File: src/rtl/arb_pkg.sv
// arb_pkg: shared types and helpers for the arbiter request-management stage.
//   NREQ_DEF   : default number of client channels
//   ch_state_e : per-channel FSM state (IDLE, REQ, BLANK)
//   cnt_w()    : width of a pending-request counter able to hold 0..depth
package arb_pkg;

   localparam int unsigned NREQ_DEF = 3;

   typedef enum logic [1:0] {
      IDLE,
      REQ,
      BLANK
   } ch_state_e;

   function automatic int unsigned cnt_w(input int unsigned depth);
      return (depth == 0) ? 1 : $clog2(depth + 1);
   endfunction

endpackage

File: src/rtl/arb_req_chan.sv
// arb_req_chan: request FSM, pending counter and status flags for one client.
// Optional macro ARB_REQ_STARVE_MON_EN adds a saturating wait counter and a
// sticky starvation flag; without it starve_o is tied low.
// Ports:
//   clk_i, rst_ni : clock, asynchronous active-low reset
//   push_i        : request pulse from the client
//   gnt_i         : grant for this channel from the arbiter
//   req_o         : registered request level to the arbiter
//   cnt_o         : pending request count
//   full_o        : cnt_o == DEPTH
//   ovf_o         : sticky, a push was dropped while full
//   gnt_err_o     : sticky, grant seen in IDLE or in REQ with no pending request
//   starve_o      : sticky, waited STARVE_MAX cycles in REQ without a grant
module arb_req_chan
   import arb_pkg::*;
#(
`ifdef ARB_REQ_STARVE_MON_EN
   parameter int unsigned STARVE_MAX = 16,
`endif
   parameter int unsigned DEPTH      = 4,
   parameter int unsigned GNT_LAT    = 5,
   parameter int unsigned CNT_W      = cnt_w(DEPTH)
) (
   input  logic             clk_i,
   input  logic             rst_ni,
   input  logic             push_i,
   input  logic             gnt_i,
   output logic             req_o,
   output logic [CNT_W-1:0] cnt_o,
   output logic             full_o,
   output logic             ovf_o,
   output logic             gnt_err_o,
   output logic             starve_o
);

   localparam int unsigned BLK_W = (GNT_LAT > 1) ? $clog2(GNT_LAT) : 1;
   localparam logic [BLK_W-1:0] BLK_LOAD = (GNT_LAT == 0) ? '0 : BLK_W'(GNT_LAT - 1);

   ch_state_e        state_q, state_d;
   logic [CNT_W-1:0] cnt_q, cnt_d;
   logic [BLK_W-1:0] blank_q, blank_d;
   logic             req_q, ovf_q, ovf_d, gnt_err_q, gnt_err_d;
   logic             full, inc, dec;

   always_comb begin
      full      = (cnt_q == CNT_W'(DEPTH));
      dec       = gnt_i && (state_q == REQ) && (cnt_q != '0);
      // a push into a full channel still lands when a grant frees a slot
      inc       = push_i && (!full || dec);
      cnt_d     = cnt_q + CNT_W'(inc) - CNT_W'(dec);
      ovf_d     = ovf_q | (push_i & full & ~dec);
      gnt_err_d = gnt_err_q | (gnt_i & ((state_q == IDLE) |
                                        ((state_q == REQ) & (cnt_q == '0))));
      state_d   = state_q;
      blank_d   = blank_q;
      case (state_q)
         IDLE: begin
            if (cnt_d != '0) state_d = REQ;
         end
         REQ: begin
            if (cnt_d == '0) begin
               if (GNT_LAT == 0) begin
                  state_d = IDLE;
               end else begin
                  state_d = BLANK;
                  blank_d = BLK_LOAD;
               end
            end
         end
         BLANK: begin
            // grants landing here are the arbiter's pipeline tail: ignore them
            if (blank_q == '0) begin
               state_d = (cnt_d != '0) ? REQ : IDLE;
            end else begin
               blank_d = blank_q - 1'b1;
            end
         end
         default: state_d = IDLE;
      endcase
   end

   always_ff @(posedge clk_i or negedge rst_ni) begin
      if (!rst_ni) begin
         state_q   <= IDLE;
         cnt_q     <= '0;
         blank_q   <= '0;
         req_q     <= 1'b0;
         ovf_q     <= 1'b0;
         gnt_err_q <= 1'b0;
      end else begin
         state_q   <= state_d;
         cnt_q     <= cnt_d;
         blank_q   <= blank_d;
         req_q     <= (state_d == REQ);
         ovf_q     <= ovf_d;
         gnt_err_q <= gnt_err_d;
      end
   end

   assign req_o     = req_q;
   assign cnt_o     = cnt_q;
   assign full_o    = full;
   assign ovf_o     = ovf_q;
   assign gnt_err_o = gnt_err_q;

`ifdef ARB_REQ_STARVE_MON_EN
   localparam int unsigned SW = $clog2(STARVE_MAX + 1);

   logic [SW-1:0] wait_q, wait_d;
   logic          starve_q, starve_d;

   always_comb begin
      wait_d = '0;
      if ((state_q == REQ) && (state_d == REQ) && !gnt_i) begin
         wait_d = (wait_q == SW'(STARVE_MAX)) ? wait_q : wait_q + 1'b1;
      end
      starve_d = starve_q | (wait_d == SW'(STARVE_MAX));
   end

   always_ff @(posedge clk_i or negedge rst_ni) begin
      if (!rst_ni) begin
         wait_q   <= '0;
         starve_q <= 1'b0;
      end else begin
         wait_q   <= wait_d;
         starve_q <= starve_d;
      end
   end

   assign starve_o = starve_q;
`else
   assign starve_o = 1'b0;
`endif

endmodule

File: src/rtl/arb_req_ctrl.sv
// arb_req_ctrl: upstream request management for the NREQ-way priority
// arbiter. One arb_req_chan per client; this level only packs the buses.
// Optional macro ARB_REQ_STARVE_MON_EN enables per-channel starvation flags.
// Ports:
//   clk, rst_n : clock, asynchronous active-low reset
//   push       : per-client request pulses
//   gnt        : onehot0 grant from the arbiter
//   req        : registered request levels to the arbiter
//   pend_cnt   : packed pending counts, channel 0 in the LSBs
//   full       : per-channel count == DEPTH
//   ovf        : sticky per-channel dropped-push flag
//   gnt_err    : sticky per-channel unexpected-grant flag
//   starve     : sticky per-channel starvation flag (0 without the macro)
module arb_req_ctrl
   import arb_pkg::*;
#(
   parameter int unsigned NREQ       = NREQ_DEF,
   parameter int unsigned DEPTH      = 4,
   parameter int unsigned GNT_LAT    = 5,
   parameter int unsigned STARVE_MAX = 16,
   localparam int unsigned CNT_W     = cnt_w(DEPTH)
) (
   input  logic                  clk,
   input  logic                  rst_n,
   input  logic [NREQ-1:0]       push,
   input  logic [NREQ-1:0]       gnt,
   output logic [NREQ-1:0]       req,
   output logic [NREQ*CNT_W-1:0] pend_cnt,
   output logic [NREQ-1:0]       full,
   output logic [NREQ-1:0]       ovf,
   output logic [NREQ-1:0]       gnt_err,
   output logic [NREQ-1:0]       starve
);

   if (DEPTH == 0 || STARVE_MAX == 0) begin : g_param_err
      $error("arb_req_ctrl: DEPTH and STARVE_MAX must be non-zero");
   end

   for (genvar i = 0; i < NREQ; i++) begin : g_chan
      arb_req_chan #(
`ifdef ARB_REQ_STARVE_MON_EN
         .STARVE_MAX (STARVE_MAX),
`endif
         .DEPTH      (DEPTH),
         .GNT_LAT    (GNT_LAT),
         .CNT_W      (CNT_W)
      ) u_chan (
         .clk_i      (clk),
         .rst_ni     (rst_n),
         .push_i     (push[i]),
         .gnt_i      (gnt[i]),
         .req_o      (req[i]),
         .cnt_o      (pend_cnt[i*CNT_W +: CNT_W]),
         .full_o     (full[i]),
         .ovf_o      (ovf[i]),
         .gnt_err_o  (gnt_err[i]),
         .starve_o   (starve[i])
      );
   end

endmodule

File: config.mk
export PLATFORM = sky130hd
export DESIGN_NAME = arb_req_ctrl
export DESIGN_NICKNAME = d
export VERILOG_FILES = /design/src/rtl/arb_pkg.sv /design/src/rtl/arb_req_chan.sv /design/src/rtl/arb_req_ctrl.sv
export SDC_FILE = /design/constraint.sdc
export NUM_CORES = 1
export LEC_CHECK = 0
export ABC_AREA = 0
export BUFFER_PORTS_ARGS = -buffer_cell sky130_fd_sc_hd__buf_4
export CAP_MARGIN = 0
export CORE_MARGIN = 1
export CORE_UTILIZATION = 25
export DETAILED_ROUTE_END_ITERATION = 12
export MAX_ROUTING_LAYER = met4
export PLACE_DENSITY_LB_ADDON = 0.3
export SLEW_MARGIN = 20
export SYNTH_ARGS = -nofsm -noshare
export SYNTH_HDL_FRONTEND = slang
export SYNTH_HIERARCHICAL = 1
export SYNTH_SLANG_ARGS = --single-unit
File: constraint.sdc
create_clock -name clk -period 3 [get_ports clk]
set_input_delay 0.9 -clock clk [delete_from_list [all_inputs] [get_ports clk]]
set_output_delay 0.9 -clock clk [all_outputs]
set_load 0.01 [all_outputs]
* Yosys cells after proc, flatten, opt, wreduce, memory -nomap -nowiden
Cells that the tools add are included.
** Storage, ports and cells
- Register bits after elaboration :: 33
- Input bits :: 8
- Output and inout port bits :: 24
** Operators by class
- $add $sub $neg :: 9
- Equal/unequal tests :: 18
- Muxes and demuxes :: 24
- Bitwise logic cells :: 24
- Reductions and logical operators :: 39
** Operators by type and width (count)
- logical NOT 3 bit :: 9
- two-way mux 2 bit :: 9
- two-way mux 3 bit :: 6
- case mux 2 bit (3 select lines) :: 3
- case mux 3 bit (2 select lines) :: 3
- nonzero test 3 bit :: 6
- AND 1 bit :: 12
- == test 2 x 1 -> 1 bit (second input constant) :: 6
- != test 2 bit (second input constant) :: 6
- adder 3 x 1 -> 3 bit :: 3
- == test 3 bit (second input constant) :: 3
- logical AND 1 bit :: 9
- bitwise OR 1 bit :: 9
- AND reduction 3 bit :: 3
- subtractor 3 x 1 -> 3 bit :: 3
- subtractor 3 x 1 -> 3 bit (second input constant) :: 3
- == test 2 bit (second input constant) :: 3
- logical NOT 2 bit :: 3
- nonzero test 2 bit :: 3
- logical NOT 1 bit :: 3
- logical OR 1 bit :: 3
- two-way mux 1 bit :: 3
- NOT 1 bit :: 3

* Depth between registers and ports, before layout
Gate-level depths: netlist of run 1.
- Depth after elaboration :: 12
- Mapped depth :: 12
- Mapped depth without buffers :: 12

* Hierarchy
Netlist of run 1, hierarchy kept.
** By module, submodules not included
- arb_req_chan (g_chan[2].u_chan) :: times used 1, cells each 66, area each 699.4 um2
- arb_req_chan (g_chan[0].u_chan) :: times used 1, cells each 67, area each 683.2 um2
- arb_req_chan (g_chan[1].u_chan) :: times used 1, cells each 66, area each 676.9 um2

* Least setup slack after synthesis of run 1
Ideal clock, no wire load.
- Path kind :: input port to flip-flop
- From :: input gnt[1]
- To :: register g_chan[1].u_chan.blank_q[0]
- Setup time :: 69 ps
- Data arrival time :: 2953 ps
- Slack :: -22 ps
- Stages :: 10
- Cells stage by stage :: nand2_1 or3_1 o31ai_1 ha_1 fa_1 nor2_4 a21boi_2 nand2b_4 or4b_1 nand3_1
** Between the ends
- Cells in the longest elaborated chain, start to end :: 9
** RTL lines
- from (decl) :: line arb_req_ctrl.sv:26 : input logic [NREQ-1:0] gnt,
- logical AND 1 bit (*) (2 in series) :: line arb_req_chan.sv:47 : dec = gnt_i && (state_q == REQ) && (cnt_q != '0);
- logical OR 1 bit :: line arb_req_chan.sv:49 : inc = push_i && (!full || dec);
- logical AND 1 bit :: line arb_req_chan.sv:49
- adder 3 x 1 -> 3 bit :: line arb_req_chan.sv:50 : cnt_d = cnt_q + CNT_W'(inc) - CNT_W'(dec);
- subtractor 3 x 1 -> 3 bit (*) :: line arb_req_chan.sv:50
- via g_chan[1].u_chan.cnt_d[1] :: line arb_req_chan.sv:40 : logic [CNT_W-1:0] cnt_q, cnt_d;
- logical NOT 3 bit (*) :: line arb_req_chan.sv:61 : if (cnt_d == '0) begin
- != test 2 bit (no source line) (*)
- AND reduction 3 bit (no source line) (*)
- to (signal assigned) :: line arb_req_chan.sv:93 : blank_q <= blank_d;
- to (decl) :: line arb_req_chan.sv:41 : logic [BLK_W-1:0] blank_q, blank_d;
The timed path passes the listed nets; every way through them passes the cells marked *.
A chain may end at the register's enable or synchronous reset.

* Final worst setup path of run 1
- From :: input push[1]
- To :: register g_chan[1].u_chan.blank_q[0]
** Between the ends
- Cells in the longest elaborated chain, start to end :: 6
** RTL lines
- from (decl) :: line arb_req_ctrl.sv:25 : input logic [NREQ-1:0] push,
- logical AND 1 bit :: line arb_req_chan.sv:49
- adder 3 x 1 -> 3 bit :: line arb_req_chan.sv:50
- subtractor 3 x 1 -> 3 bit :: line arb_req_chan.sv:50
- via g_chan[1].u_chan.cnt_d[1] :: line arb_req_chan.sv:40
- logical NOT 3 bit :: line arb_req_chan.sv:61
- != test 2 bit (no source line)
- AND reduction 3 bit (no source line)
The timed path passes the listed nets, and every way through them passes these cells.

==> reports/qor.csv, run 1 <==
stage;metric;value;unit
synthesis;Avg Cell Area, Syn;10.35;sq um
synthesis;Ys Warns;6;
clocking;Setup Fix Bufs, Post-CTS;0;
critical_path;slowest stage cell, crit path;fa_1;
clocking;CTS Buf Count;5;
synthesis;Synth Cell Area;0.002059;sq mm
sta;RSZ-0062 raised after global routing;false;
synthesis;sequential area share after synthesis;40.10;%
drt;Post-Route WL;3799;um
grt;initial antenna violation count;0;
placement;HPWL after DPL;2865;um
sta;Max Fclk;0.3591;GHz
critical_path;worst-path cell chain;buf_4, or3_1, o31ai_1, ha_1, fa_1, nor2_4, a21boi_2, nand2b_4, or4b_1, nand3_1;
grt;GRT overflow;0;
critical_path;Critical Path Max Stage Delay;0.47;ns
clocking;Clock Latency Late Sink;0.29;ns
critical_path;Worst Setup SP;push[1];
critical_path;Reg-to-Reg Start;g_chan[1].u_chan/state_q[1]$_DFF_PN0_;
drt;DRT iter0 DRCs;49;
grt;Most Used Layer, Global Route;met2;
clocking;H-tree levels;2;
flow_run;max-cap violations;0;
final_layout;fin nets;276;
sta;fin. max-slew vios;0;
synthesis;Netlist cell types;42;
synthesis;Mapped Nets;231;
power;total power;0.003268;W
critical_path;Setup crit end kind;flip-flop;
outcome;status;completed;
critical_path;worst reg2reg endpoint;g_chan[1].u_chan/blank_q[0]$_DFFE_PN0P_;
drt;Routed Antenna Nets;0;
drt;Routed WL per cell;10.95;um
clocking;Max Buffers Root-to-Sink;2;
clocking;Sink Count;33;
placement;pre-CTS WS;-0.09656;ns
power;Peak VDD IR;0.4595;mV
sta;Final WS setup;0.2152;ns
placement;Area after DPL;0.002472;sq mm
grt;largest net degree at the start of global routing;34;
drt;TritonRoute pass-1 iters;4;
critical_path;Critical Path RT;3.22;ns
grt;first-pass GRT wire length;6948;um
critical_path;critical path type;in -> reg;
grt;vias in the first global route;1564;
power;Power Density;1250;mW/mm^2
sta;# setup viols final;0;
power;Leak;1.263;nW
grt;Total Routing Usage GR;10.44;%
sta;Hold Vio Cnt, Final;0;
floorplan;die height;92.76;um
final_layout;share of cells above drive strength 1;28.57;%
critical_path;Worst Path Arrival;3.01;ns
grt;met3 usage;2.627;%
floorplan;Core Region;0.007848;sq mm
drt;DRC viols;0;
floorplan;die area;0.008604;sq mm
critical_path;worst setup path endpoint;g_chan[1].u_chan/blank_q[0]$_DFFE_PN0P_;
critical_path;Max Fanout on Critical Path;3;
clocking;CTS tree;done;
clocking;hold buffers post-CTS;0;
grt;met2 usage;16.42;%
min_path;Worst Hold Class;reg -> reg;
final_layout;Layout area overhead;26.91;%
clocking;Clock transition at path regs;0.07;ns
sta;clock skew;0.006478;ns
sta;setup tns final;0;ns
floorplan;row count;32;
placement;gpl congestion;0.6991;
synthesis;cell count after synthesis;199;
critical_path;Reg2Reg Depth;12;
synthesis;synthesis-stage register bit count;33;
drt;DR vias;1545;
floorplan;die width;92.76;um
drt;Vias/cell;4.452;
final_layout;diode count;0;
sta;fin crit period;2.785;ns
clocking;clock root buffer;clkbuf_8;
critical_path;crit path launch type;primary input;
placement;number of port buffers;28;
sta;fin crit share;92.83;%
critical_path;register-to-register setup slack;0.23;ns
final_layout;final instance area;0.002614;sq mm
grt;routing usage on met1;12.64;%
floorplan;Initial Util;26.24;%
floorplan;# IOs;32;
## cells in the mapped netlist
cell | count | share of area (%)
and2_1 | 1 | 0.30
o21ai_1 | 2 | 0.49
nor2_1 | 12 | 2.2
and2_2 | 3 | 1.1
or4b_1 | 1 | 0.49
a22oi_1 | 1 | 0.36
a31o_2 | 3 | 1.3
nor2_4 | 1 | 0.55
buf_4 | 3 | 1.1
conb_1 | 3 | 0.55
or3_1 | 3 | 0.91
inv_1 | 28 | 5.1
a21oi_1 | 9 | 2.2
nor2b_1 | 3 | 0.91
fa_1 | 3 | 2.9
o221ai_1 | 1 | 0.43
o21ai_2 | 1 | 0.43
nand2b_4 | 2 | 1.3
o21ai_0 | 6 | 1.5
nand4b_1 | 1 | 0.43
dfrtp_1 | 33 | 40
o311ai_0 | 1 | 0.43
a21boi_2 | 1 | 0.55
ha_1 | 21 | 13
nand2_1 | 15 | 2.7
a21o_1 | 6 | 2.2
nor3b_2 | 1 | 0.61
o2bb2ai_1 | 1 | 0.43
a31oi_1 | 4 | 1.2
a211oi_2 | 2 | 1.2
o22ai_1 | 1 | 0.30
xor3_2 | 3 | 3.6
nand3_1 | 5 | 1.2
mux2i_1 | 1 | 0.49
o21a_1 | 2 | 0.73
o41ai_2 | 1 | 0.79
o41ai_1 | 2 | 0.85
nor3_1 | 3 | 0.73
a22o_1 | 2 | 0.85
o31ai_1 | 4 | 1.5
a2bb2oi_1 | 1 | 0.43
a21boi_4 | 2 | 1.8
## repair_timing
item	in CTS	in global routing
endpoints found under the hold margin	0	0
endpoints found under the setup margin	0	1
resized for setup	0	1
## per-stage QoR
stage,instances,hold slack [ns],util (%)
global placement,339,0.4478,31.51
CTS,347,0.4663,33.21
floorplan,199,0.4823,-
detailed placement,339,0.4489,31.51
finish,347,0.4597,33.31
global route,347,0.4838,33.31
## where the power goes
group / leakage, nW / internal (W) / switching (W)
Combinational: 0.816 / 0.000991 / 0.000962
Clock: 0.0681 / 0.000330 / 0.000172
Sequential: 0.379 / 0.000647 / 0.000165
Total: 1.26 / 0.00197 / 0.00130
## flip-flops by register name, summed over array words and instances, names as in the netlist
register                 flops
g_chan.u_chan/blank_q        9
g_chan.u_chan/cnt_o          9
g_chan.u_chan/gnt_err_o      3
g_chan.u_chan/ovf_o          3
g_chan.u_chan/req_o          3
g_chan.u_chan/state_q        6
## critical path: cells and delay by family
family | cells | cell delay, ns
compound gates | 2 | 0.14
buf+inv | 1 | 0.12
fa+ha+maj | 2 | 0.68
simple gates | 5 | 1.17
## kinds of logic after synthesis
family	Yosys count	share of synthesized area, %
DFF	33	40.10
muxes	1	0.4860
xor gates and xnor gates	3	3.645
and+or+nand+nor	51	13.49
other	3	0.5467
buffers and inverters	31	6.197
adders and majority gates	24	15.67
AOI/OAI and AO/OA	53	19.87
## routing by layer
layer | vias to the layer above | part of all wire [%]
li1 | 775 | -
met1 | 731 | 49
met2 | 34 | 44
met3 | 5 | 4.9
met4 | 0 | 1.6
met5 | - | 0
## how the worst min path moves through the flow
stage | from | end | slack [ns] | cells after the start
6_report | g_chan[0].u_chan/gnt_err_o$_DFF_PN0_ | g_chan[0].u_chan/gnt_err_o$_DFF_PN0_ | 0.46 | 1
5_1_grt | g_chan[0].u_chan/gnt_err_o$_DFF_PN0_ | g_chan[0].u_chan/gnt_err_o$_DFF_PN0_ | 0.48 | 1
4_1_cts | g_chan[0].u_chan/gnt_err_o$_DFF_PN0_ | g_chan[0].u_chan/gnt_err_o$_DFF_PN0_ | 0.47 | 1
3_5_place_dp | g_chan[0].u_chan/gnt_err_o$_DFF_PN0_ | g_chan[0].u_chan/gnt_err_o$_DFF_PN0_ | 0.45 | 1
3_3_place_gp | g_chan[1].u_chan/gnt_err_o$_DFF_PN0_ | g_chan[1].u_chan/gnt_err_o$_DFF_PN0_ | 0.45 | 1
2_1_floorplan | g_chan[2].u_chan/blank_q[0]$_DFFE_PN0P_ | g_chan[2].u_chan/blank_q[0]$_DFFE_PN0P_ | 0.48 | 2
## layout make-up
| cell class | count | area, sq um |
|---|---|---|
| fill | 825 | 5234 |
| multi-input combinational | 135 | 1114 |
| sequential | 33 | 825.8 |
| timing repair buffer | 41 | 307.8 |
| tap | 102 | 127.6 |
| inverter | 28 | 105.1 |
| clock buffer | 5 | 68.82 |
| clock inverter | 3 | 65.06 |
## cell usage in the layout (no fill, tap or decap), drive strengths merged, types with 4 or more instances in the layout
| cell | count |
|---|---|
| nand3 | 5 |
| a21oi | 9 |
| clkbuf | 5 |
| o21ai | 9 |
| ha | 21 |
| dfrtp | 33 |
| a21o | 6 |
| inv | 28 |
| nand2 | 15 |
| buf | 41 |
| a31oi | 4 |
| and2 | 4 |
| nor2 | 13 |
| o31ai | 4 |
(Power assumes the default switching activity.)
==> run 2: changes to the inputs <==
- CELL_PAD_IN_SITES_DETAIL_PLACEMENT: not set -> 1
- CELL_PAD_IN_SITES_GLOBAL_PLACEMENT: not set -> 1
==> run 2 against run 1 <==
Against the previous run:
- register-to-register slack worse by 0.02 ns
- maximum frequency down 0.21%
- utilization down 0.81 points
- clock skew up 0.0021 ns
- critical path depth up 2
- final cell count down 0.29%
- via count down 0.71%
- wire length up 12%
- count of clock-buffer cells in the layout up 1
- critical endpoint unchanged
==> reports/qor.csv, run 2 (same netlist as run 1, synthesis figures left out) <==
stage;metric;value;unit;change
floorplan;die area;0.008604;sq mm;unchanged
min_path;Worst Hold Class;reg -> reg;;unchanged
sta;fin crit period;2.791;ns;was 2.785 ns
clocking;Clock transition at path regs;0.08;ns;was 0.07 ns
floorplan;row count;32;;unchanged
floorplan;Core Region;0.007848;sq mm;unchanged
grt;routing usage on met1;14.31;%;was 12.64%
sta;Max Fclk;0.3583;GHz;was 0.3591 GHz
critical_path;Worst Path Arrival;3.01;ns;about the same
clocking;Setup Fix Bufs, Post-CTS;0;;unchanged
placement;HPWL after DPL;3301;um;was 2865 um
placement;gpl congestion;0.7560;;was 0.6991
final_layout;most frequent cells in the layout;buf_4, dfrtp_1, inv_1, ha_1, nand2_1;;unchanged
final_layout;most common cell after layout, fill and taps aside;buf_4;;unchanged
critical_path;Reg-to-Reg Start;g_chan[1].u_chan/state_q[1]$_DFF_PN0_;;unchanged
flow_run;max-cap violations;0;;unchanged
critical_path;worst reg2reg endpoint;g_chan[1].u_chan/blank_q[0]$_DFFE_PN0P_;;unchanged
grt;initial antenna violation count;0;;unchanged
sta;fin crit share;93.03;%;was 92.83%
drt;DRC viols;0;;unchanged
sta;Hold Vio Cnt, Final;0;;unchanged
grt;first-pass GRT wire length;7500;um;was 6948 um
drt;DR vias;1534;;was 1,545
critical_path;Max Fanout on Critical Path;3;;unchanged
drt;Vias/cell;4.434;;was 4.452
power;Power Density;1212;mW/mm^2;was 1250 mW/mm^2
final_layout;final core occ;32.49;%;was 33.31%
clocking;Clock Latency Late Sink;0.28;ns;was 0.29 ns
min_path;Worst Hold End;g_chan[0].u_chan/gnt_err_o$_DFF_PN0_;;unchanged
grt;vias in the first global route;1604;;was 1,564
clocking;Max Buffers Root-to-Sink;2;;unchanged
critical_path;critical path type;reg -> reg;;was in -> reg
floorplan;# IOs;32;;unchanged
sta;RSZ-0062 raised after global routing;false;;unchanged
sta;fin. max-slew vios;0;;unchanged
floorplan;die height;92.76;um;unchanged
min_path;hold_sp;g_chan[0].u_chan/gnt_err_o$_DFF_PN0_;;unchanged
placement;number of port buffers;28;;unchanged
grt;GRT overflow;0;;unchanged
clocking;H-tree levels;2;;unchanged
final_layout;register area;825.8;sq um;unchanged
critical_path;Critical Path RT;3.22;ns;about the same
critical_path;Worst Setup SP;g_chan[1].u_chan/state_q[1]$_DFF_PN0_;;was push[1]
clocking;CTS tree;done;;unchanged
drt;Routed WL per cell;12.29;um;was 10.95 um
clocking;clock root buffer;clkbuf_8;;unchanged
grt;Total Routing Usage GR;11.30;%;was 10.44%
drt;Routed Antenna Nets;0;;unchanged
final_layout;filler cell count;919;;was 825
critical_path;register-to-register setup slack;0.21;ns;was 0.23 ns
critical_path;Setup crit end kind;flip-flop;;unchanged
min_path;worst hold stages;1;;unchanged
drt;DRT iter0 DRCs;49;;unchanged
floorplan;Initial Util;26.24;%;unchanged
grt;met3 usage;2.874;%;was 2.627%
clocking;Sink Count;33;;unchanged
drt;TritonRoute pass-1 iters;4;;unchanged
sta;# setup viols final;0;;unchanged
power;Peak VDD IR;0.3557;mV;was 0.4595 mV
outcome;status;completed;;unchanged
floorplan;die width;92.76;um;unchanged
grt;largest net degree at the start of global routing;34;;unchanged
final_layout;Layout area overhead;23.82;%;was 26.91%
final_layout;fin nets;275;;was 276
critical_path;crit path launch type;flip-flop;;was primary input
sta;clock skew;0.008562;ns;was 0.006478 ns
critical_path;Reg2Reg Depth;12;;unchanged
final_layout;diode count;0;;unchanged
grt;Most Used Layer, Global Route;met2;;unchanged
final_layout;share of cells above drive strength 1;27.87;%;was 28.57%
final_layout;area of the multi-input gates;0.001109;sq mm;was 0.001114 sq mm
drt;Post-Route WL;4252;um;was 3799 um
clocking;CTS Buf Count;5;;unchanged
grt;met2 usage;17.71;%;was 16.42%
sta;worst hold margin;0.4611;ns;was 0.4597 ns
power;Leak;1.229;nW;was 1.263 nW
[run 2: cell types whose count changed in the layout (fill, tap and decap cells not counted), sizes merged]
cell    previous run  this run
clkbuf             5         6
clkinv             1         2
buf               41        40
bufinv             2         0
[run 2: repair_timing]
action / CTS / global route
endpoints found under the setup margin: 0 / 3
hold buffers: 0 / 0
gates resized for setup: 0 / 1
[run 2: worst max-delay path, stage by stage (launching register included)]
cell      delay [ns]
dfrtp_1         0.41
inv_1           0.11
ha_1            0.19
nand2_1         0.08
or3_1           0.33
o31ai_1         0.08
ha_1            0.20
fa_1            0.46
nor2_4          0.12
a21boi_2        0.06
nand2b_4        0.13
or4b_1          0.46
nand3_1         0.09
[run 2: cell type report]
type | instances | share of cell area (%)
Timing Repair Buffer | 40 | 11.78
Clock inverter | 2 | 0.3925
Inverter | 28 | 4.122
Tap cell | 102 | 5.005
Sequential cell | 33 | 32.38
Clock buffer | 6 | 2.846
Multi-Input combinational cell | 135 | 43.47
[run 2: report_power, final]
part	leakage (nW)	internal [W]	total (W)	switching [W]
Combinational	0.804	0.000970	0.00194	0.000972
Clock	0.0450	0.000161	0.000330	0.000169
Sequential	0.379	0.000647	0.000818	0.000172
[run 2: how the worst max path moves through the flow]
stage	to	slack, ns	cells after the start
floorplan	g_chan[1].u_chan/blank_q[0]$_DFFE_PN0P_	0.002	10
global placement	g_chan[1].u_chan/blank_q[0]$_DFFE_PN0P_	-0.05	10
detailed placement	g_chan[1].u_chan/blank_q[0]$_DFFE_PN0P_	-0.11	10
CTS	g_chan[0].u_chan/blank_q[2]$_DFFE_PN0P_	0.15	12
global route	g_chan[0].u_chan/blank_q[2]$_DFFE_PN0P_	0.006	12
finish	g_chan[1].u_chan/blank_q[0]$_DFFE_PN0P_	0.21	12
[run 2: routing by layer]
metal,vias to the layer above,part of all wire [%]
li1,770,-
met1,732,48
met2,29,47
met3,3,4.0
met4,0,0.42
met5,-,0
[run 2: stage by stage]
| step | setup slack, ns | total power (W) | cell area (sq um) | TNS, ns | instances |
|---|---|---|---|---|---|
| 2_1_floorplan | 0.001950 | 0.002136 | 2059 | 0 | 199 |
| 3_3_place_gp | -0.05382 | 0.002744 | 2465 | -0.05413 | 338 |
| 3_5_place_dp | -0.1087 | 0.002806 | 2465 | -0.1958 | 338 |
| 4_1_cts | 0.1478 | 0.003158 | 2547 | 0 | 346 |
| 5_1_grt | 0.005824 | 0.003413 | 2550 | 0 | 346 |
| 6_report | 0.2092 | 0.003090 | 2550 | 0 | 346 |
==> run 3: changes to the inputs <==
- BUFFER_PORTS_ARGS: -buffer_cell sky130_fd_sc_hd__buf_4 -> not set
- CORE_UTILIZATION: 25 -> 44
- DONT_BUFFER_PORTS: not set -> 1
- SETUP_SLACK_MARGIN: not set -> 0.5
==> run 3 against run 2 <==
Against the previous run:
- wire length is 30% higher
- sequential share of layout area fell by 1.6 points
- maximum frequency is 1.6% higher
- utilization grew 29 points
- critical path type unchanged
==> reports/qor.csv, run 3 (same netlist as run 1, synthesis figures left out) <==
stage;metric;value;unit;change
drt;Routed Antenna Nets;0;;unchanged
final_layout;share of cells above drive strength 1;45.89;%;was 27.87%
critical_path;slowest stage cell, crit path;fa_2;;was fa_1
critical_path;buffer and inverter count on the worst path;1;;unchanged
sta;Final WS setup;0.2531;ns;was 0.2092 ns
grt;first-pass GRT wire length;9239;um;was 7500 um
critical_path;Worst path depth;12;;unchanged
critical_path;Setup crit end kind;flip-flop;;unchanged
critical_path;Critical Path Max Stage Delay;0.47;ns;was 0.46 ns
sta;RSZ-0062 raised after global routing;true;;was false
final_layout;Layout area overhead;31.71;%;was 23.82%
clocking;Clock Latency Late Sink;0.29;ns;was 0.28 ns
final_layout;most common cell after layout, fill and taps aside;dfrtp_1;;was buf_4
sta;Hold Vio Cnt, Final;0;;unchanged
final_layout;area of the multi-input gates;0.001374;sq mm;was 0.001109 sq mm
floorplan;# IOs;32;;unchanged
final_layout;diode count;0;;unchanged
sta;fin crit share;91.56;%;was 93.03%
critical_path;Max Fanout on Critical Path;3;;unchanged
flow_run;max-cap violations;0;;unchanged
sta;fin crit period;2.747;ns;was 2.791 ns
outcome;status;completed;;unchanged
critical_path;register-to-register setup slack;0.25;ns;was 0.21 ns
placement;HPWL after DPL;3275;um;was 3301 um
final_layout;fin nets;262;;was 275
drt;DR vias;1604;;was 1,534
placement;pre-CTS WS;-0.01995;ns;was -0.1087 ns
grt;initial antenna violation count;0;;unchanged
sta;fin. max-slew vios;0;;unchanged
clocking;H-tree levels;2;;unchanged
floorplan;row count;24;;was 32
critical_path;cell family with most CP delay;simple AND/OR/NAND/NOR gates;;unchanged
floorplan;die width;70.42;um;was 92.76 um
sta;clock skew;0.01249;ns;was 0.008562 ns
min_path;Worst Hold Class;in -> async;;was reg -> reg
drt;TritonRoute pass-1 iters;4;;unchanged
clocking;clock root buffer;clkbuf_8;;unchanged
drt;Vias/cell;5.668;;was 4.434
critical_path;Critical Path RT;3.22;ns;about the same
floorplan;die area;0.004958;sq mm;was 0.008604 sq mm
critical_path;critical path type;reg -> reg;;unchanged
grt;largest net degree at the start of global routing;34;;unchanged
drt;Routed WL per cell;19.55;um;was 12.29 um
grt;GRT overflow;0;;unchanged
sta;Max Fclk;0.3640;GHz;was 0.3583 GHz
grt;vias in the first global route;1839;;was 1,604
drt;DRT iter0 DRCs;50;;was 49
critical_path;worst reg2reg endpoint;g_chan[1].u_chan/blank_q[0]$_DFFE_PN0P_;;unchanged
placement;number of port buffers;0;;was 28
floorplan;Initial Util;46.66;%;was 26.24%
clocking;CTS tree;done;;unchanged
critical_path;worst-path cell chain;inv_2, ha_4, nand2_4, or3_4, o31ai_4, ha_2, fa_2, nor2_4, a21boi_2, nand2b_4, or4b_1, nand3_1;;was inv_1, ha_1, nand2_1, or3_1, o31ai_1, ha_1, fa_1, nor2_4, a21boi_2, nand2b_4, or4b_1, nand3_1
critical_path;crit path launch type;flip-flop;;unchanged
clocking;Clock transition at path regs;0.08;ns;about the same
clocking;Max Buffers Root-to-Sink;2;;unchanged
floorplan;die height;70.42;um;was 92.76 um
final_layout;most frequent cells in the layout;dfrtp_1, inv_1, buf_4, ha_1, nand2_1;;was buf_4, dfrtp_1, inv_1, ha_1, nand2_1
critical_path;Worst Path Arrival;2.97;ns;was 3.01 ns
clocking;Sink Count;33;;unchanged
clocking;CTS Buf Count;5;;unchanged
placement;gpl congestion;0.8333;;was 0.7560
final_layout;filler cell count;465;;was 919
critical_path;Reg2Reg Depth;12;;unchanged
drt;DRC viols;0;;unchanged
grt;Total Routing Usage GR;24.97;%;was 11.30%
drt;Post-Route WL;5533;um;was 4252 um
critical_path;Worst Setup SP;g_chan[1].u_chan/state_q[1]$_DFF_PN0_;;unchanged
floorplan;Core Region;0.004414;sq mm;was 0.007848 sq mm
final_layout;register area;834.6;sq um;was 825.8 sq um
critical_path;Reg-to-Reg Start;g_chan[1].u_chan/state_q[1]$_DFF_PN0_;;unchanged
sta;# setup viols final;0;;unchanged
critical_path;worst setup path endpoint;g_chan[1].u_chan/blank_q[0]$_DFFE_PN0P_;;unchanged
## run 3: changes by cell type in the layout (fill, tap and decap cells not counted), moves of 5 or more
cell     change
a21oi_1      -5
a21oi_2      +5
buf_4       -17
dfrtp_1      -7
dfrtp_2      +7
ha_1         -5
nand2_1      -5
## run 3: worst min path at each step
stage,to,slack (ns),cells past startpoint
2_1_floorplan,g_chan[2].u_chan/blank_q[0]$_DFFE_PN0P_,0.47,2
3_3_place_gp,g_chan[2].u_chan/blank_q[0]$_DFFE_PN0P_,0.49,2
3_5_place_dp,g_chan[2].u_chan/blank_q[0]$_DFFE_PN0P_,0.50,2
4_1_cts,g_chan[0].u_chan/state_q[1]$_DFF_PN0_,0.29,0
5_1_grt,g_chan[0].u_chan/state_q[0]$_DFF_PN0_,0.27,0
6_report,g_chan[0].u_chan/state_q[0]$_DFF_PN0_,0.29,0
## run 3: metrics by stage
| step | area (sq um) | TNS, ns | hold WS [ns] | util (%) | cells |
|---|---|---|---|---|---|
| 2_1_floorplan | 2167 | 0 | 0.4700 | - | 199 |
| 3_3_place_gp | 2232 | 0 | 0.4899 | 50.57 | 251 |
| 3_5_place_dp | 2232 | -0.02985 | 0.4984 | 50.57 | 251 |
| 4_1_cts | 2609 | 0 | 0.2858 | 59.10 | 277 |
| 5_1_grt | 2713 | 0 | 0.2737 | 61.45 | 283 |
| 6_report | 2713 | 0 | 0.2915 | 61.45 | 283 |
## run 3: worst reg2reg max path, stage by stage (launching register included)
cell	delay, ns
dfrtp_1	0.40
inv_2	0.09
ha_4	0.15
nand2_4	0.05
or3_4	0.35
o31ai_4	0.07
ha_2	0.22
fa_2	0.47
nor2_4	0.12
a21boi_2	0.07
nand2b_4	0.15
or4b_1	0.46
nand3_1	0.08
## run 3: cell type report
type | count | share of cell area [%]
Clock buffer | 7 | 3.183
Clock inverter | 1 | 1.107
Inverter | 28 | 3.875
Multi-Input combinational cell | 135 | 50.65
Sequential cell | 33 | 30.77
Tap cell | 52 | 2.399
Timing Repair Buffer | 27 | 8.026
## run 3: routing by layer
layer  wire length (um)  track usage (%)  vias to the layer above  share of wire, %
met2               3093            46.14                       34                56
met4                 87            8.444                        0               1.6
li1                   -                -                      746                 -
met1               2179            25.74                      816                39
met5                  0                -                        -                 0
met3                172            5.628                        8               3.1
## run 3: repair_timing
action | in CTS | in global routing
buffers inserted | 18 | 6
gates resized for setup | 34 | 11
hold buffers | 0 | 0
pin swaps | 22 | 14
endpoints found under the setup margin | 18 | 18
cloned | 0 | 0
Power of run 3 is not shown: default switching activity piles up to over one toggle a cycle in this logic, so the estimate is an artifact.
